### src/rtl/fmt_switch_ctrl_pkg.sv
// fmt_switch_ctrl_pkg: shared audio control encodings, format count and default timing parameters
package fmt_switch_ctrl_pkg;
  typedef enum logic [6:0] {
    S_RUN    = 7'b0000001,
    S_MUTE   = 7'b0000010,
    S_STOP   = 7'b0000100,
    S_LOAD   = 7'b0001000,
    S_SETTLE = 7'b0010000,
    S_START  = 7'b0100000,
    S_UNMUTE = 7'b1000000
  } state_e;
  localparam int unsigned NUM_FMT_DEF       = 6;
  localparam int unsigned SETTLE_CYCLES_DEF = 1024;
  localparam int unsigned MUTE_FRAMES_DEF   = 2;
  localparam int unsigned FRAME_TIMEOUT_DEF = 65535;
  function automatic int unsigned cnt_w(input int unsigned max_v);
    return (max_v > 0) ? $clog2(max_v + 1) : 1;
  endfunction
endpackage

### src/rtl/fmt_switch_ctrl_frame_wait_cnt.sv
// frame_wait_cnt: counts frame_end pulses, treating a silent timeout window as one frame
module frame_wait_cnt
  import fmt_switch_ctrl_pkg::*;
#(
  parameter int unsigned FRAMES  = MUTE_FRAMES_DEF,
  parameter int unsigned TIMEOUT = FRAME_TIMEOUT_DEF
) (
  input  logic clk,
  input  logic rst,
  input  logic en_i,
  input  logic frame_end_i,
  output logic done_o
);
  localparam int unsigned FW = cnt_w(FRAMES);
  localparam int unsigned TW = cnt_w(TIMEOUT);
  logic [FW-1:0] fr_q, fr_d;
  logic [TW-1:0] to_q, to_d;
  logic tick;
  // a frame counts on a pulse or when the gap since the last count hits the timeout
  always_comb begin
    tick = frame_end_i || (TIMEOUT == 0) || (32'(to_q) + 32'd1 >= TIMEOUT);
    done_o = en_i && (32'(fr_q) + 32'(tick) >= FRAMES);
    fr_d = (en_i && !done_o) ? fr_q + FW'(tick) : '0;
    to_d = (en_i && !tick) ? to_q + TW'(1) : '0;
  end
  // frame and gap counters, cleared whenever the wait is inactive
  always_ff @(posedge clk) begin
    if (rst) begin
      fr_q <= '0;
      to_q <= '0;
    end else begin
      fr_q <= fr_d;
      to_q <= to_d;
    end
  end
endmodule

### src/rtl/fmt_switch_ctrl.sv
// fmt_switch_ctrl: sequences a glitch-free I2S format change (mute, stop, load divider, settle, restart, unmute)
module fmt_switch_ctrl
  import fmt_switch_ctrl_pkg::*;
#(
  parameter int unsigned SETTLE_CYCLES = SETTLE_CYCLES_DEF,
  parameter int unsigned MUTE_FRAMES   = MUTE_FRAMES_DEF,
  parameter int unsigned FRAME_TIMEOUT = FRAME_TIMEOUT_DEF,
  parameter int unsigned NUM_FMT       = NUM_FMT_DEF
) (
  input  logic       clk,
  input  logic       rst,
  input  logic [2:0] clk_sel_i,
  input  logic       frame_end_i,
  output logic [2:0] div_sel_o,
  output logic       i2s_en_o,
  output logic       mute_o,
  output logic       busy_o,
  output logic       fmt_err_o
);
  localparam int unsigned SW = cnt_w(SETTLE_CYCLES);
  state_e state_q, state_d;
  logic [2:0] target_q, div_q;
  logic [SW-1:0] set_q;
  logic err_q, sel_ok, settle_done, wait_en, wait_done;
  assign sel_ok = 32'(clk_sel_i) < NUM_FMT;
  assign settle_done = (SETTLE_CYCLES == 0) || (32'(set_q) + 32'd1 >= SETTLE_CYCLES);
  frame_wait_cnt #(
    .FRAMES (MUTE_FRAMES),
    .TIMEOUT(FRAME_TIMEOUT)
  ) u_wait (
    .clk        (clk),
    .rst        (rst),
    .en_i       (wait_en),
    .frame_end_i(frame_end_i),
    .done_o     (wait_done)
  );
  // state register; reset restarts the divider from a stopped, muted state
  always_ff @(posedge clk) begin
    if (rst) state_q <= S_LOAD;
    else state_q <= state_d;
  end
  // target latch, divider load, settle counter and sticky format error
  always_ff @(posedge clk) begin
    if (rst) begin
      target_q <= sel_ok ? clk_sel_i : '0;
      div_q <= '0;
      set_q <= '0;
      err_q <= 1'b0;
    end else begin
      if (state_q == S_RUN && sel_ok && clk_sel_i != div_q) target_q <= clk_sel_i;
      if (state_q == S_LOAD) div_q <= target_q;
      set_q <= (state_q == S_SETTLE && !settle_done) ? set_q + SW'(1) : '0;
      err_q <= err_q || (state_q == S_RUN && !sel_ok);
    end
  end
  // next-state sequencing of the format switch
  always_comb begin
    state_d = state_q;
    case (state_q)
      S_RUN:    state_d = (sel_ok && clk_sel_i != div_q) ? S_MUTE : S_RUN;
      S_MUTE:   state_d = wait_done ? S_STOP : S_MUTE;
      S_STOP:   state_d = S_LOAD;
      S_LOAD:   state_d = S_SETTLE;
      S_SETTLE: state_d = settle_done ? S_START : S_SETTLE;
      S_START:  state_d = S_UNMUTE;
      S_UNMUTE: state_d = wait_done ? S_RUN : S_UNMUTE;
      default:  state_d = S_LOAD;
    endcase
  end
  // outputs decoded from state; mute covers every non-running state
  always_comb begin
    busy_o = state_q != S_RUN;
    mute_o = busy_o;
    i2s_en_o = state_q inside {S_RUN, S_MUTE, S_START, S_UNMUTE};
    wait_en = state_q inside {S_MUTE, S_UNMUTE};
    div_sel_o = div_q;
    fmt_err_o = err_q;
  end
endmodule

### config.mk
export PLATFORM = sky130hd
export DESIGN_NAME = fmt_switch_ctrl
export DESIGN_NICKNAME = d
export VERILOG_FILES = /design/src/rtl/fmt_switch_ctrl_pkg.sv /design/src/rtl/fmt_switch_ctrl_frame_wait_cnt.sv /design/src/rtl/fmt_switch_ctrl.sv
export SDC_FILE = /design/constraint.sdc
export NUM_CORES = 1
export LEC_CHECK = 0
export ABC_AREA = 1
export CAP_MARGIN = 25
export CORE_MARGIN = 2
export CORE_UTILIZATION = 58
export DETAILED_ROUTE_END_ITERATION = 10
export GPL_TIMING_DRIVEN = 0
export PLACE_DENSITY = 0.78
export SLEW_MARGIN = 40
export SYNTH_ARGS = -nofsm -noshare
export SYNTH_HDL_FRONTEND = slang
export SYNTH_SLANG_ARGS = --single-unit
export TNS_END_PERCENT = 20
### constraint.sdc
create_clock -name clk -period 3.1 [get_ports clk]
set_input_delay 0.93 -clock clk [delete_from_list [all_inputs] [get_ports clk]]
set_output_delay 0.93 -clock clk [all_outputs]
set_load 0.02 [all_outputs]
==> impl_results.rst, run 1 <==
.. list-table::
   :header-rows: 1

   * - Metric
     - Value
   * - Total Wirelength
     - 3519 µm
   * - Post-Synth Simple-Gate Area
     - 0.3503
   * - Endpoint type of the worst setup path
     - output pin
   * - Dominant combinational cell family by area after synthesis
     - simple AND/OR/NAND/NOR gates
   * - Clock Sinks
     - 43
   * - Total Neg Setup Slack
     - 0 ns
   * - Initial drt markers
     - 62
   * - Total routing usage reported by global routing
     - 0.1935
   * - Die height
     - 64.38 µm
   * - Fin Clk Skew
     - 0.01300 ns
   * - Detailed-placement wirelength estimate
     - 2765 µm
   * - Arrival time of data at the critical path endpoint
     - 2.00 ns
   * - Fraction of the mapped netlist area in adder cells
     - 0.02959
   * - Remaining design rule violation count
     - 0
   * - Most common cell after layout, fill and taps aside
     - sky130_fd_sc_hd__nand2_1
   * - Pin count of the biggest net entering global routing
     - 14
   * - Worst-case headroom to the max-slew limit
     - 0.5816
   * - Cts bufs inserted
     - 5
   * - Mean area per synthesized cell
     - 7.291 µm²
   * - Post-synthesis instance total
     - 290
   * - Total via count after detailed routing
     - 1712
   * - Min Clock Period, post-route
     - 2.929 ns
   * - Maximum fanout along the worst path
     - 7
   * - Synth Warn #
     - 0
   * - P per Cell Area
     - 395.6 mW/mm²
   * - Layout cell share with drive strength beyond 1
     - 0.1100
   * - Path class of the lowest-slack min-delay path
     - flip-flop to flip-flop
   * - Number of diodes
     - 0
   * - Cell type with the highest aggregate area in the netlist
     - sky130_fd_sc_hd__dfxtp_1
   * - # Max-Cap Violations
     - 0
   * - Cell type of the slowest stage on the worst timing path
     - sky130_fd_sc_hd__clkdlybuf4s50_1
   * - Count of final setup violators
     - 0
   * - Mapped Nets
     - 301
   * - Max Root-Sink Buffers
     - 2
   * - Area enclosed by the die boundary
     - 0.004145 mm²
   * - Actual transition at the worst max-transition pin
     - 0.6218 ns
   * - Weighted congestion at the end of routability-driven global placement
     - 0.8534
   * - Cell breakdown of the critical path
     - nor2_1 -> nand2_1 -> inv_1 -> nand4_1 -> buf_4 -> clkdlybuf4s50_1
   * - Max VDD drop
     - 0.2888 mV
   * - Final count of pins violating max slew
     - 0
   * - Count of distinct cell types in the synthesized netlist
     - 30
   * - Total of flip-flops plus latches after synthesis
     - 43
   * - Post-synth design cell area
     - 0.002115 mm²
   * - Proportion of synthesized chip area in sequential cells
     - 0.4213
   * - Average wire per standard cell
     - 9.913 µm
   * - Area share of the leading cell type in the synthesized netlist
     - 0.3787
   * - Wire length of the first global-routing pass
     - 6313 µm
   * - Vias per cell
     - 4.823
   * - CTS tree
     - yes
   * - CTS H-tree lvls
     - 2
   * - Final-report hold violation count
     - 0
   * - Highest clock frequency the design can meet
     - 341.4 MHz
   * - Number of global-route vias before repair
     - 1529
   * - Type of the worst setup path
     - flip-flop to output pin
   * - Area growth, synth to finish
     - 10.83%
   * - Library cell used as clock root buffer
     - sky130_fd_sc_hd__clkbuf_4
   * - Die boundary width
     - 64.38 µm
   * - Clock-pin slew on the worst setup and hold paths
     - 0.12 ns
   * - Final worst-path cycle share
     - 0.9449
   * - Pleak
     - 0.0008810 µW
   * - # IOs
     - 13
   * - Area of the core
     - 0.003416 mm²
   * - Largest stage delay on the critical path
     - 0.52 ns
   * - Mux contribution to synthesized area
     - 0
   * - Top cells by area in the synthesized netlist
     - sky130_fd_sc_hd__dfxtp_1, sky130_fd_sc_hd__nand2_1, sky130_fd_sc_hd__nor2_1, sky130_fd_sc_hd__inv_1, sky130_fd_sc_hd__nor2_2
   * - Status
     - completed
   * - Starting density of the core
     - 0.6190
   * - XOR/XNOR share of the synthesized area
     - 0.05385
   * - Number of setup buffers added after CTS
     - 0
   * - Number of detailed-route iterations in the first pass
     - 4
   * - Final #Nets
     - 320
   * - GRT Residual Overflow
     - 0
   * - Routed Antenna Nets
     - 0
   * - Port bufs
     - 12
   * - Initial antenna violation count
     - 0
   * - Worst Hold Slack
     - 0.4517 ns
   * - Area fraction in compound gates after synthesis
     - 0.04970
   * - Data required time at the worst endpoint
     - 2.17 ns
   * - Commonest cells after routing, fill and taps aside
     - sky130_fd_sc_hd__nand2_1, sky130_fd_sc_hd__nor2_1, sky130_fd_sc_hd__inv_1
   * - Nature of the critical path startpoint
     - flip-flop
   * - Site Rows
     - 21
   * - Clock latency of the later-clocked register in the worst-skew pair
     - 0.34 ns
   * - RSZ-0062 raised after global routing
     - no
[area by class of cell]
| class | count | area, µm² |
|---|---|---|
| clock inverters | 1 | 7.507 |
| clock buffers | 6 | 41.29 |
| well taps | 46 | 57.56 |
| flip-flops and latches | 43 | 890.9 |
| plain buffers | 4 | 36.28 |
| inverters | 43 | 161.4 |
| repair buffers | 12 | 122.6 |
| fillers | 312 | 1072 |
| multi-input cells | 200 | 1026 |
[cells by family after synthesis]
family,count (synthesis)
compound gates,18
buf+inv,47
fa+ha+maj,5
simple gates,163
other cells,1
xor+xnor,13
flops,43
[cell usage after synthesis]
master,number
sky130_fd_sc_hd__buf_4,1
sky130_fd_sc_hd__nand4_1,6
sky130_fd_sc_hd__o21bai_1,2
sky130_fd_sc_hd__edfxtp_1,3
sky130_fd_sc_hd__a21boi_0,2
sky130_fd_sc_hd__inv_1,43
sky130_fd_sc_hd__o21a_1,1
sky130_fd_sc_hd__nor2_1,51
sky130_fd_sc_hd__o21ai_0,8
sky130_fd_sc_hd__nand2_2,3
sky130_fd_sc_hd__dfxtp_1,40
sky130_fd_sc_hd__ha_1,5
sky130_fd_sc_hd__nor4_1,3
sky130_fd_sc_hd__a21oi_1,3
sky130_fd_sc_hd__nor3_1,3
sky130_fd_sc_hd__xor2_1,8
sky130_fd_sc_hd__nand3_1,14
sky130_fd_sc_hd__nand2_1,59
sky130_fd_sc_hd__clkbuf_1,1
sky130_fd_sc_hd__buf_12,1
sky130_fd_sc_hd__nor2_2,19
sky130_fd_sc_hd__xnor2_1,5
sky130_fd_sc_hd__nand3_4,1
sky130_fd_sc_hd__o21ai_1,1
sky130_fd_sc_hd__o31ai_1,1
sky130_fd_sc_hd__nand3_2,1
sky130_fd_sc_hd__or2_2,1
sky130_fd_sc_hd__conb_1,1
sky130_fd_sc_hd__nand3b_1,2
sky130_fd_sc_hd__buf_2,1
[path summary, 6_finish.rpt]
check | start | slack (ns) | cells after the start | to
max | state_q[4] | 0.17 | 6 | mute_o
min | set_q[0] | 0.45 | 1 | set_q[0]
max reg2reg | u_wait.to_q[0] | 0.56 | 16 | state_q[0]
min reg2reg | set_q[0] | 0.45 | 1 | set_q[0]
[metrics by stage]
| stage | area [µm²] | utilization | setup WS (ns) | cells | total power (µW) |
|---|---|---|---|---|---|
| floorplan | 2115 | - | 0.9067 | 290 | 652.7 |
| global placement | 2292 | 0.6711 | 0.5142 | 348 | 687.5 |
| detailed placement | 2292 | 0.6711 | 0.4880 | 348 | 689.2 |
| CTS | 2341 | 0.6853 | 0.08774 | 355 | 940.0 |
| global route | 2344 | 0.6861 | 0.02152 | 355 | 978.9 |
| finish | 2344 | 0.6861 | 0.1708 | 355 | 927.2 |
[power breakdown]
group	internal [µW]	switching, µW	total, µW
combinational	36.7	53.7	90.4
sequential	575	10.4	586
clock	84.8	166	251
total	697	230	927
[registers in the layout (all words and copies together), names as in the netlist]
| signal | count |
|---|---|
| div_sel_o | 3 |
| set_q | 11 |
| state_q | 7 |
| u_wait.to_q | 16 |
| target_q | 3 |
| u_wait.fr_q | 2 |
| fmt_err_o | 1 |
[per-layer routing]
| metal | wire [µm] | global-route usage | up-vias | share of wire |
|---|---|---|---|---|
| li1 | - | - | 930 | - |
| met1 | 1710 | 0.2472 | 756 | 0.49 |
| met2 | 1636 | 0.3164 | 21 | 0.46 |
| met3 | 126 | 0.05282 | 5 | 0.036 |
| met4 | 46 | 0.06383 | 0 | 0.013 |
| met5 | 0 | 0 | - | 0 |
[worst max-delay path, delay by kind of cell (launching register included)]
| family | cells | cell delay (ns) |
|---|---|---|
| buffers and inverters | 3 | 0.82 |
| AND/OR/NAND/NOR | 3 | 0.50 |
| flip-flops | 1 | 0.34 |
[what timing repair did]
item / in CTS / in global routing
resized for setup: 0 / 1
endpoints found under the setup margin: 0 / 1
hold buffers: 0 / 0
No activity file was read; power rests on OpenSTA's default activity.
==> inputs of run 2 (changes only) <==
Settings changed: CORE_UTILIZATION 58 to 55, PLACE_DENSITY 0.78 to 0.75, SETUP_SLACK_MARGIN set to 0.05.
==> run 2 against run 1 <==
- sequential cell count stayed put
- sequential share of layout area fell by 0.83 points
- clock-buffer cell count unchanged
- wire length shrank 1.1%
- register-to-register slack better by 0.02 ns
- worst hold slack worse by 0.0026 ns
- setup slack better by 0.12 ns
- global-route usage shrank 0.88 points
- power up 10%
- die area up 5.1%
- first-iteration DRC count grew 84%
- design area is 2.2% higher
- critical endpoint unchanged
==> impl_results.rst, run 2 (same netlist as run 1, synthesis figures left out) <==
.. list-table::
   :header-rows: 1

   * - Metric
     - Value
   * - CTS Hold Bufs
     - 0
   * - Worst-case hold path end point
     - set_q[0]
   * - Area growth, synth to finish
     - 13.31%
   * - Minimum setup slack among reg-to-reg paths
     - 0.58 ns
   * - Worst Hold Slack
     - 0.4491 ns
   * - Final worst-path cycle share
     - 0.9063
   * - CTS H-tree lvls
     - 2
   * - Launch point of the worst reg-to-reg path
     - u_wait.to_q[0]
   * - Pin count of the biggest net entering global routing
     - 14
   * - Hold path start
     - set_q[0]
   * - Area enclosed by the die boundary
     - 0.004357 mm²
   * - Average wire per standard cell
     - 9.694 µm
   * - Instance area at placement
     - 0.002295 mm²
   * - P per Cell Area
     - 426.3 mW/mm²
   * - Number of diodes
     - 0
   * - # IOs
     - 13
   * - Wire length of the first global-routing pass
     - 6092 µm
   * - Type of the worst setup path
     - flip-flop to output pin
   * - Fin Clk Skew
     - 0.005873 ns
   * - Final-report hold violation count
     - 0
   * - Cts bufs inserted
     - 5
   * - Layout cell share with drive strength beyond 1
     - 0.1190
   * - Number of detailed-route iterations in the first pass
     - 4
   * - Total routing usage reported by global routing
     - 0.1847
   * - Clock Sinks
     - 43
   * - Initial drt markers
     - 114
   * - Nature of the critical path startpoint
     - flip-flop
   * - Area of the core
     - 0.003689 mm²
   * - Crit path setup slack, layout
     - 0.2903 ns
   * - Arrival time of data at the critical path endpoint
     - 1.88 ns
   * - Data required time at the worst endpoint
     - 2.17 ns
   * - Total Neg Setup Slack
     - 0 ns
   * - Register-to-Register Path Depth
     - 16
   * - Worst flop-to-flop path endpoint
     - state_q[0]
   * - Final #Nets
     - 321
   * - Clock latency of the later-clocked register in the worst-skew pair
     - 0.30 ns
   * - Worst slack, placed
     - 0.4890 ns
   * - Starting density of the core
     - 0.5733
   * - RSZ-0062 raised after global routing
     - no
   * - Weighted congestion at the end of routability-driven global placement
     - 0.8086
   * - Highest clock frequency the design can meet
     - 355.9 MHz
   * - Final instance area
     - 0.002396 mm²
   * - Number of global-route vias before repair
     - 1552
   * - Final core area utilization
     - 0.6496
   * - Count of final setup violators
     - 0
   * - Status
     - completed
   * - Actual transition at the worst max-transition pin
     - 0.6503 ns
   * - Endpoint type of the worst setup path
     - output pin
   * - Pleak
     - 0.0009023 µW
   * - Path class of the lowest-slack min-delay path
     - flip-flop to flip-flop
   * - Final count of pins violating max slew
     - 0
   * - Routed Antenna Nets
     - 0
   * - Die boundary width
     - 66.01 µm
   * - Vias per cell
     - 4.680
   * - Critical path launch point
     - state_q[4]
   * - Min Clock Period, post-route
     - 2.810 ns
   * - CTS tree
     - yes
   * - Die height
     - 66.01 µm
   * - Registers with the highest flip-flop counts
     - u_wait.to_q: 16 flops, set_q: 11 flops, state_q: 7 flops
   * - # Max-Cap Violations
     - 0
   * - Maximum fanout along the worst path
     - 6
   * - Worst-case headroom to the max-slew limit
     - 0.5625
   * - Detailed-placement wirelength estimate
     - 2709 µm
   * - Most common cell after layout, fill and taps aside
     - sky130_fd_sc_hd__nand2_1
   * - Remaining design rule violation count
     - 0
   * - Port bufs
     - 12
   * - Library cell used as clock root buffer
     - sky130_fd_sc_hd__clkbuf_8
   * - Max Root-Sink Buffers
     - 2
   * - Initial antenna violation count
     - 0
   * - Flip-flop count of the largest register after layout
     - 16
   * - Total via count after detailed routing
     - 1680
   * - Total Wirelength
     - 3480 µm
   * - GRT Residual Overflow
     - 0
   * - Clock-pin slew on the worst setup and hold paths
     - 0.08 ns
   * - Max VDD drop
     - 0.3173 mV
   * - Most flops, register
     - u_wait.to_q
   * - Commonest cells after routing, fill and taps aside
     - sky130_fd_sc_hd__nand2_1, sky130_fd_sc_hd__nor2_1, sky130_fd_sc_hd__inv_1
   * - Site Rows
     - 22
   * - Worst hold stages
     - 1
run 2: cell types whose count changed in the layout (fill, tap and decap cells not counted), sizes merged:
| cell | before | now |
|---|---|---|
| buf | 3 | 4 |
| clkinv | 0 | 1 |
run 2: timing repair:
action | 4_1_cts | 5_1_grt
endpoints found under the setup margin | 0 | 1
resized for setup | 0 | 2
buffers inserted | 0 | 1
run 2: power by group:
part	internal (µW)	switching, µW
Sequential	575	11.1
Combinational	36.8	52.4
Clock	157	189
run 2: through the flow:
| step | cells | total power, µW |
|---|---|---|
| 2_1_floorplan | 290 | 652.7 |
| 5_1_grt | 359 | 1070 |
| 6_report | 359 | 1021 |
| 4_1_cts | 358 | 1030 |
| 3_5_place_dp | 350 | 687.9 |
| 3_3_place_gp | 350 | 687.0 |
run 2: layer usage:
| metal | vias to the layer above | share of wire | global-route usage |
|---|---|---|---|
| li1 | 936 | - | - |
| met1 | 721 | 0.49 | 0.2034 |
| met2 | 16 | 0.46 | 0.3283 |
| met3 | 7 | 0.033 | 0.05622 |
| met4 | 0 | 0.017 | 0.07653 |
| met5 | - | 0 | 0 |
run 2: worst max-delay path: stages, from the launching register on:
cell	delay, ns
sky130_fd_sc_hd__dfxtp_1	0.34
sky130_fd_sc_hd__nor2_1	0.13
sky130_fd_sc_hd__nand2_1	0.12
sky130_fd_sc_hd__inv_1	0.07
sky130_fd_sc_hd__nand4_1	0.10
sky130_fd_sc_hd__buf_4	0.18
sky130_fd_sc_hd__buf_4	0.12
sky130_fd_sc_hd__clkdlybuf4s50_1	0.52
run 2: how the worst max path moves through the flow:
stage / to / slack, ns / cells after the start
2_1_floorplan: state_q[0] / 0.91 / 16
3_3_place_gp: i2s_en_o / 0.50 / 6
3_5_place_dp: i2s_en_o / 0.49 / 6
4_1_cts: i2s_en_o / 0.15 / 6
5_1_grt: mute_o / 0.16 / 7
6_report: mute_o / 0.29 / 7
run 2: area by class of cell:
type                            count  area [µm²]
Sequential cell                    43       890.9
Clock inverter                      2       12.51
Multi-Input combinational cell    200        1032
Inverter                           43       161.4
Clock buffer                        6       72.57
Timing Repair Buffer               13       130.1
Tap cell                           48       60.06
Fill cell                         328        1292
Buffer                              4       36.28
